### src/rtl/ps2_host_tx.sv
// PS/2 host-to-device byte transmitter: inhibit, request-to-send, clocked shift-out, ACK.
// Optional: define PS2_HOST_TX_ACK_CHECK_EN to fail transfers whose ACK bit reads high.
module ps2_host_tx #(
    parameter int CLK_HZ      = 50000000,
    parameter int INHIBIT_US  = 100,
    parameter int START_TO_US = 15000,
    parameter int XFER_TO_US  = 2000,
    parameter int FILTER_LEN  = 8
) (
    input  logic       clk,
    input  logic       rst_n,
    input  logic [7:0] tx_data,
    input  logic       tx_valid,
    output logic       tx_ready,
    input  logic       ps2_clk_in,
    input  logic       ps2_data_in,
    output logic       ps2_clk_oe,
    output logic       ps2_data_oe,
    output logic       busy,
    output logic       tx_done,
    output logic       tx_err
);
    localparam int CYC_PER_US = CLK_HZ / 1000000;
    localparam logic [19:0] T_INH   = 20'(CYC_PER_US * INHIBIT_US);
    localparam logic [19:0] T_START = 20'(CYC_PER_US * START_TO_US);
    localparam logic [19:0] T_XFER  = 20'(CYC_PER_US * XFER_TO_US);
    localparam int FW = $clog2(FILTER_LEN + 1);
    localparam logic [FW-1:0] F_LAST = FW'(FILTER_LEN - 1);

    typedef enum logic [2:0] {
        IDLE, INHIBIT, RTS, WAIT_FIRST, SHIFT, WAIT_IDLE, DONE, ERR
    } state_t;

    // bit 0 = CLK, bit 1 = DATA
    logic [1:0]    sync1, sync2, filt, filt_d;
    logic [FW-1:0] cnt_clk, cnt_dat;
    logic          clk_f, dat_f, fall;

    always_ff @(posedge clk) begin
        if (!rst_n) begin
            sync1   <= 2'b11;
            sync2   <= 2'b11;
            filt    <= 2'b11;
            filt_d  <= 2'b11;
            cnt_clk <= '0;
            cnt_dat <= '0;
        end else begin
            sync1  <= {ps2_data_in, ps2_clk_in};
            sync2  <= sync1;
            filt_d <= filt;
            if (sync2[0] == filt[0]) begin
                cnt_clk <= '0;
            end else if (cnt_clk == F_LAST) begin
                filt[0] <= sync2[0];
                cnt_clk <= '0;
            end else begin
                cnt_clk <= cnt_clk + FW'(1);
            end
            if (sync2[1] == filt[1]) begin
                cnt_dat <= '0;
            end else if (cnt_dat == F_LAST) begin
                filt[1] <= sync2[1];
                cnt_dat <= '0;
            end else begin
                cnt_dat <= cnt_dat + FW'(1);
            end
        end
    end

    assign clk_f = filt[0];
    assign dat_f = filt[1];
    assign fall  = filt_d[0] & ~filt[0];

    state_t      state;
    logic [19:0] timer;
    logic [3:0]  bitcnt;
    logic [9:0]  frame;

    // frame = {stop, parity, data}; each device fall presents frame[0] and shifts
    always_ff @(posedge clk) begin
        if (!rst_n) begin
            state       <= IDLE;
            timer       <= '0;
            bitcnt      <= '0;
            frame       <= '0;
            tx_ready    <= 1'b0;
            busy        <= 1'b0;
            tx_done     <= 1'b0;
            tx_err      <= 1'b0;
            ps2_clk_oe  <= 1'b0;
            ps2_data_oe <= 1'b0;
        end else begin
            tx_done <= 1'b0;
            tx_err  <= 1'b0;
            if (timer != 20'd0) timer <= timer - 20'd1;
            unique case (state)
                IDLE: begin
                    ps2_clk_oe  <= 1'b0;
                    ps2_data_oe <= 1'b0;
                    busy        <= 1'b0;
                    if (tx_valid && tx_ready) begin
                        frame      <= {1'b1, ~^tx_data, tx_data};
                        tx_ready   <= 1'b0;
                        busy       <= 1'b1;
                        ps2_clk_oe <= 1'b1;
                        timer      <= T_INH - 20'd1;
                        state      <= INHIBIT;
                    end else begin
                        tx_ready <= 1'b1;
                    end
                end
                INHIBIT: begin
                    if (timer == 20'd0) begin
                        ps2_data_oe <= 1'b1;
                        state       <= RTS;
                    end
                end
                RTS: begin
                    ps2_clk_oe <= 1'b0;
                    timer      <= T_START - 20'd1;
                    state      <= WAIT_FIRST;
                end
                WAIT_FIRST: begin
                    if (fall) begin
                        ps2_data_oe <= ~frame[0];
                        frame       <= {1'b0, frame[9:1]};
                        bitcnt      <= 4'd1;
                        timer       <= T_XFER - 20'd1;
                        state       <= SHIFT;
                    end else if (timer == 20'd0) begin
                        ps2_data_oe <= 1'b0;
                        tx_err      <= 1'b1;
                        state       <= ERR;
                    end
                end
                SHIFT: begin
                    if (fall) begin
                        if (bitcnt == 4'd10) begin
`ifdef PS2_HOST_TX_ACK_CHECK_EN
                            if (dat_f) begin
                                ps2_data_oe <= 1'b0;
                                tx_err      <= 1'b1;
                                state       <= ERR;
                            end else begin
                                state <= WAIT_IDLE;
                            end
`else
                            state <= WAIT_IDLE;
`endif
                        end else begin
                            ps2_data_oe <= ~frame[0];
                            frame       <= {1'b0, frame[9:1]};
                            bitcnt      <= bitcnt + 4'd1;
                        end
                    end else if (timer == 20'd0) begin
                        ps2_data_oe <= 1'b0;
                        tx_err      <= 1'b1;
                        state       <= ERR;
                    end
                end
                WAIT_IDLE: begin
                    if (clk_f && dat_f) begin
                        tx_done <= 1'b1;
                        state   <= DONE;
                    end else if (timer == 20'd0) begin
                        ps2_data_oe <= 1'b0;
                        tx_err      <= 1'b1;
                        state       <= ERR;
                    end
                end
                DONE, ERR: begin
                    ps2_clk_oe  <= 1'b0;
                    ps2_data_oe <= 1'b0;
                    busy        <= 1'b0;
                    tx_ready    <= 1'b1;
                    state       <= IDLE;
                end
                default: state <= IDLE;
            endcase
        end
    end
endmodule

### config.mk
export PLATFORM = sky130hd
export DESIGN_NAME = ps2_host_tx
export DESIGN_NICKNAME = d
export VERILOG_FILES = /design/src/rtl/ps2_host_tx.sv
export SDC_FILE = /design/constraint.sdc
export NUM_CORES = 1
export LEC_CHECK = 0
export CAP_MARGIN = 40
export CORE_ASPECT_RATIO = 1.75
export CORE_UTILIZATION = 59
export CTS_CLUSTER_SIZE = 40
export DETAILED_ROUTE_END_ITERATION = 6
export PLACE_DENSITY_LB_ADDON = 0.25
export SYNTH_ARGS = -nofsm -noshare
export SYNTH_HDL_FRONTEND = slang
export SYNTH_SLANG_ARGS = --single-unit
### constraint.sdc
create_clock -name clk -period 2.5 [get_ports clk]
set_input_delay 0.5 -clock clk [delete_from_list [all_inputs] [get_ports clk]]
set_output_delay 0.5 -clock clk [all_outputs]
set_load 0.02 [all_outputs]
## Yosys cells after proc, flatten, opt, wreduce, memory -nomap -nowiden

Index checks and enable logic that the tools add are counted.

| word-level totals | value |
|---|---|
| register bits | 58 |
| bits of input ports | 13 |

| cells by class | value |
|---|---|
| $add $sub $neg | 4 |
| equality and inequality tests | 20 |
| mux-type cells | 38 |
| bitwise gates (word level) | 6 |
| reductions and logical operators | 24 |

Operators by type and width:

| cell | count |
|---|---|
| 2-to-1 mux 20 bit | 3 |
| case mux 20 bit (3 select lines) | 1 |
| 2-to-1 mux 10 bit | 4 |
| case mux 10 bit (3 select lines) | 1 |
| 2-to-1 mux 3 bit | 7 |
| case mux 3 bit (7 select lines) | 1 |
| logical NOT 20 bit | 1 |
| nonzero test 20 bit | 1 |
| subtractor 20 x 1 -> 20 bit (second input constant) | 1 |
| adder 4 x 1 -> 4 bit (second input constant) | 3 |
| == test 3 bit (second input constant) | 4 |
| 2-to-1 mux 1 bit | 12 |
| 2-to-1 mux 4 bit | 3 |
| inequality test 2 bit (second input constant) | 6 |
| OR reduction 3 bit | 4 |
| == test 4 x 3 -> 1 bit (second input constant) | 2 |
| case mux 1 bit (2 select lines) | 4 |
| case mux 4 bit (2 select lines) | 1 |
| AND reduction 4 bit | 2 |
| XNOR reduction 8 bit | 1 |
| == test 3 x 2 -> 1 bit (second input constant) | 2 |
| inequality test 3 bit (second input constant) | 2 |
| AND reduction 2 bit | 3 |
| nonzero test 2 bit | 3 |
| other kinds (13) | 20 |

## Logic depth before layout (Yosys ltp)

| depth | value |
|---|---|
| word-level depth | 4 |
| mapped depth | 9 |

## Worst setup path before layout

No wires, ideal clock.

| timing | value |
|---|---|
| path kind | reg2reg |
| from | register bitcnt[0] |
| to | register frame[3] |
| setup time | 0.139 ns |
| data arrival time | 1.612 ns |
| required time | 2.361 ns |
| setup slack | 0.749 ns |
| cell stages (with the launch flop) | 9 |
| buffers on the path | 2 |
| clock period less this slack | 1.751 ns |
| path through | dfxtp_1 -> inv_1 -> ha_1 -> and3b_1 -> nor4_4 -> or2_1 -> buf_6 -> buf_8 -> a211oi_2 |

| between the ends | value |
|---|---|
| cells in the longest elaborated chain, start to end | 3 |

Ends and longest elaborated chain:

| element | line | text |
|---|---|---|
| from (decl) | 76 | `logic [3:0] bitcnt;` |
| from (signal assigned) | 153 | `bitcnt <= bitcnt + 4'd1;` |
| == test 4 bit | 138 | `if (bitcnt == 4'd10) begin` |
| inequality test 2 bit (no line) | -- |  |
| AND reduction 5 bit (no line) | -- |  |
| to (signal assigned) | 102 | `frame <= {1'b1, ~^tx_data, tx_data};` |
| to (signal assigned) | 126 | `frame <= {1'b0, frame[9:1]};` |
| to (signal assigned) | 152 | `frame <= {1'b0, frame[9:1]};` |
| to (decl) | 77 | `logic [9:0] frame;` |

Every way passes these cells.
A chain may end at the register's enable or synchronous reset.

## Worst setup path in the final report

| timing | value |
|---|---|
| from | register timer[0] |
| to | register timer[7] |

| between the ends | value |
|---|---|
| cells in the longest elaborated chain, start to end | 4 |

Ends and longest elaborated chain:

| element | line | text |
|---|---|---|
| from (decl) | 75 | `logic [19:0] timer;` |
| from (signal assigned) | 95 | `if (timer != 20'd0) timer <= timer - 20'd1;` |
| from (signal assigned) | 106 | `timer <= T_INH - 20'd1;` |
| from (signal assigned) | 120 | `timer <= T_START - 20'd1;` |
| subtractor 20 x 1 -> 20 bit or nonzero test 20 bit (tied branches) | 95 |  |
| 2-to-1 mux 20 bit (*) | 95 |  |
| 2-to-1 mux 20 bit (on tied branches) | 124, 101 |  |
| case mux 20 bit (3 select lines) (*) | 96 | `unique case (state)` |

Every way passes the cells marked *; elsewhere a longest branch is shown, timed or not.

==> results.py <==
metrics = {
    "timing": {
        "fin_worst_skew_ps": 7.55,
        "grt_setup_unrepaired": "false",
        "part_of_the_cycle_the_worst_path_needs_pct": 81.4,
        "fmaxAchievable_mhz": 491,
        "postLayoutSetupSlackWorst_ps": 464,
        "pins_over_their_slew_limit": 0,
        "setup_viol_count_final": 0,
        "timing.final.crit_period_ps": 2040,
        "totalNegativeSetupSlack_ps": 0,
        "hold_violations": 0,
        "worst_pin_slew_ps": 570,
        "relSlewSlack_pct": 61.8,
    },
    "critical_path": {
        "ff2ff_setup_slack_ps": 460,
        "critical_path_start_type": "flip-flop",
        "timing.critical_path.buf_inv": 2,
        "path_class": "reg2reg",
        "critical_path_end_type": "flip-flop",
        "critPathMaxFanout": 10,
        "critical_path_required_ps": 2740,
        "cp_data_arrival_time_ps": 2270,
        "cp_cell_sequence": "inv_1, ha_1, nor3b_1, nand4_1, buf_4, o21ai_1, o21ai_0, o21a_1",
        "slowest_stage": "sky130_fd_sc_hd__nor3b_1",
        "path_delay_family": "simple AND/OR/NAND/NOR gates",
        "max_stage_delay_ps": 400,
    },
    "cells_and_area": {
        "final_layout_size_suffix_gt1_share_pct": 13.0,
        "area.growth.synth_to_final_pct": 15.4,
        "number_of_fillers_in_the_final_layout": 397,
        "antenna_cells_inserted": 0,
        "nNetsFinal": 383,
        "postLayoutCellArea_um2": 3490,
        "utilization_of_the_core_after_routing_pct": 70.7,
    },
    "global_routing": {
        "grt_max_degree": 22,
        "grt_first_pass_wirelength_mm": 11.0,
        "gr-usage-all-layers_pct": 26.0,
        "grt_pass1_vias": 2560,
        "grt_overflow": 0,
        "antenna_found_initial": 0,
    },
    "yosys": {
        "synth_sequential_area_ratio_pct": 38.4,
        "largest_family_of_logic_cells_by_synthesized_area": "simple AND/OR/NAND/NOR gates",
        "syn_area_per_cell_um2": 8.89,
        "synth.most_common_cell": "sky130_fd_sc_hd__dfxtp_1",
        "syn_nets": 358,
        "synth_compound_area_share_pct": 16.0,
        "synthesis.instances": 340,
        "synth.area.mux_share_pct": 4.01,
        "synth_common_cells": "sky130_fd_sc_hd__dfxtp_1, sky130_fd_sc_hd__nor2_1, sky130_fd_sc_hd__nand2_1",
        "synth.cell_area_um2": 3020,
        "xor_and_xnor_area_share_after_synthesis_pct": 8.11,
        "dominantRegCellSynth": "sky130_fd_sc_hd__dfxtp_1",
        "synth_simple_gate_area_share_pct": 27.3,
        "yosys-top-cells-area": "sky130_fd_sc_hd__dfxtp_1, sky130_fd_sc_hd__xor2_1, sky130_fd_sc_hd__nor2_1",
        "yosys_warns": 0,
        "synth.lib_cells_used.distinct": 57,
        "yosys.area.top_type": "sky130_fd_sc_hd__dfxtp_1",
        "synth_top_area_share_pct": 38.4,
        "yosys_register_bits": 58,
        "synth-edff-count": 0,
        "asyncSetResetFlopFracSynth_pct": 0,
        "post_synth_fa_ha_maj_area_fraction_pct": 2.07,
    },
    "min_path": {
        "min-delay-path-class": "reg2reg",
    },
    "drt": {
        "first_pass_iters": 4,
        "via_count": 2542,
        "drt_drc_violations_left": 0,
        "dr.first_iter.drc_count": 99,
        "avgRoutedWirePerCell_um": 15.1,
        "vias_per_cell": 6.00,
        "drt.antenna.violating_nets": 0,
        "finalWirelength_mm": 6.40,
    },
    "cts": {
        "cts_hold_buffers": 0,
        "cts.repair_timing.setup_buffer_count": 0,
        "worst_setup_hold_path_clk_slew_ps": 60,
        "tritoncts": "done",
        "cts-htree-levels": 3,
        "numClockSinks": 58,
        "clock-root-buffer": "sky130_fd_sc_hd__clkbuf_8",
        "clock_buffer_count_from_cts": 9,
        "clockBufferDepth": 2,
        "post_cts_resize_count": 0,
        "clock_insertion_delay_worst_skew_ps": 350,
    },
    "floorplanning": {
        "floorplan.core_area_um2": 4930,
        "die_h_um": 96.7,
        "io-pin-count": 19,
        "dieWidth_um": 56.1,
        "std_cell_rows": 34,
        "initial_utilization_pct": 61.3,
        "fp.dieArea_um2": 5430,
    },
    "placed_design": {
        "post_dp_cell_area_um2": 3290,
        "pre_cts_slack_ps": 139,
        "place_hpwl_mm": 4.72,
        "place_congestion": 0.849,
        "buffer_ports.inserted": 18,
    },
    "power": {
        "power_density_nw_per_um2": 998,
        "p_leak_nw": 1.33,
        "clock_power_share_pct": 25.7,
        "peakVddDrop_uv": 746,
        "p_sw_w": 0.00132,
        "pwr-share-seq_pct": 37.0,
        "share_comb_of_total_power_pct": 37.3,
        "netSwitchingFraction_pct": 37.8,
        "internal_power_contribution_w": 0.00217,
    },
    "status": {
        "run_status": "completed",
    },
    "job": {
        "drv.max_cap_violation_count": 0,
    },
}
## cell usage in the layout, fill, tap and decap left out, types with 11 or more instances in the layout
cell / instances
sky130_fd_sc_hd__nor2_1: 34
sky130_fd_sc_hd__clkbuf_8: 11
sky130_fd_sc_hd__dfxtp_1: 58
sky130_fd_sc_hd__o21ai_1: 11
sky130_fd_sc_hd__o21ai_0: 11
sky130_fd_sc_hd__a21oi_1: 15
sky130_fd_sc_hd__buf_4: 12
sky130_fd_sc_hd__nand3_1: 12
sky130_fd_sc_hd__clkdlybuf4s50_1: 18
sky130_fd_sc_hd__nand2b_1: 12
sky130_fd_sc_hd__mux2i_1: 11
sky130_fd_sc_hd__xor2_1: 19
sky130_fd_sc_hd__nand2_1: 24
## logic make-up (layout without fill, tap and decap cells)
family | count (synthesis) | after routing
AO/OA/AOI/OAI | 71 | 71
XOR/XNOR | 28 | 28
adder cells (fa/ha/maj) | 5 | 5
buffers and inverters | 24 | 54
flip-flops | 58 | 58
multiplexers | 12 | 12
AND/OR/NAND/NOR | 142 | 142
## sequential cells by signal, indices dropped and copies added, names as in the netlist
name,flops
frame,10
sync2,2
cnt_clk,4
cnt_dat,4
tx_ready,1
busy,1
timer,20
tx_err,1
sync1,2
ps2_clk_oe,1
filt,2
state,3
tx_done,1
bitcnt,4
ps2_data_oe,1
filt_d,1
## worst reg2reg max path, cell delays in order (launching register included)
cell                      delay, ps
sky130_fd_sc_hd__dfxtp_1        340
sky130_fd_sc_hd__inv_1           60
sky130_fd_sc_hd__ha_1           170
sky130_fd_sc_hd__nor3b_1        400
sky130_fd_sc_hd__nand4_1        180
sky130_fd_sc_hd__buf_4          220
sky130_fd_sc_hd__o21ai_1        250
sky130_fd_sc_hd__o21ai_0        130
sky130_fd_sc_hd__o21a_1         190
## final cells by class
type / count / area (um2) / area share [%]
Multi-Input combinational cell: 258 / 1740 / 49.9
Tap cell: 54 / 67.6 / 1.94
Clock buffer: 12 / 155 / 4.44
Sequential cell: 58 / 1160 / 33.3
Clock inverter: 4 / 50.0 / 1.43
Inverter: 7 / 26.3 / 0.753
Timing Repair Buffer: 31 / 290 / 8.32
## power by group through the flow
stage | Clock (W) | Sequential [W] | Combinational (W)
6_report | 0.000894 | 0.00129 | 0.00130
5_1_grt | 0.000951 | 0.00131 | 0.00145
4_1_cts | 0.000907 | 0.00128 | 0.00130
3_5_place_dp | 0 | 0.00130 | 0.00130
3_3_place_gp | 0 | 0.00129 | 0.00126
2_1_floorplan | 0 | 0.00126 | 0.00102
## layer usage
| metal | global-route usage, % | share of wire (%) | up-vias | wire [um] |
|---|---|---|---|---|
| met5 | 0 | 0 | - | 0 |
| li1 | - | - | 1257 | - |
| met1 | 26.7 | 39 | 1213 | 2480 |
| met4 | 16.1 | 3.8 | 0 | 244 |
| met2 | 45.8 | 54 | 50 | 3460 |
| met3 | 6.28 | 3.3 | 22 | 212 |
## path summary, 6_finish.rpt
check | start | end | cells after the start
max | timer[0] | timer[7] | 8
min | sync1[1] | sync2[1] | 1
max reg2reg | timer[0] | timer[7] | 8
min reg2reg | sync1[1] | sync2[1] | 1
## per-stage QoR
step / total power [W] / hold slack [ps] / instances
after CTS: 0.00350 / 416 / 424
final: 0.00348 / 412 / 424
after global placement: 0.00256 / 393 / 408
after global routing: 0.00371 / 445 / 424
after detailed placement: 0.00259 / 407 / 408
after floorplan: 0.00228 / 386 / 340
Note: power is estimated with default switching activity, not from simulation.
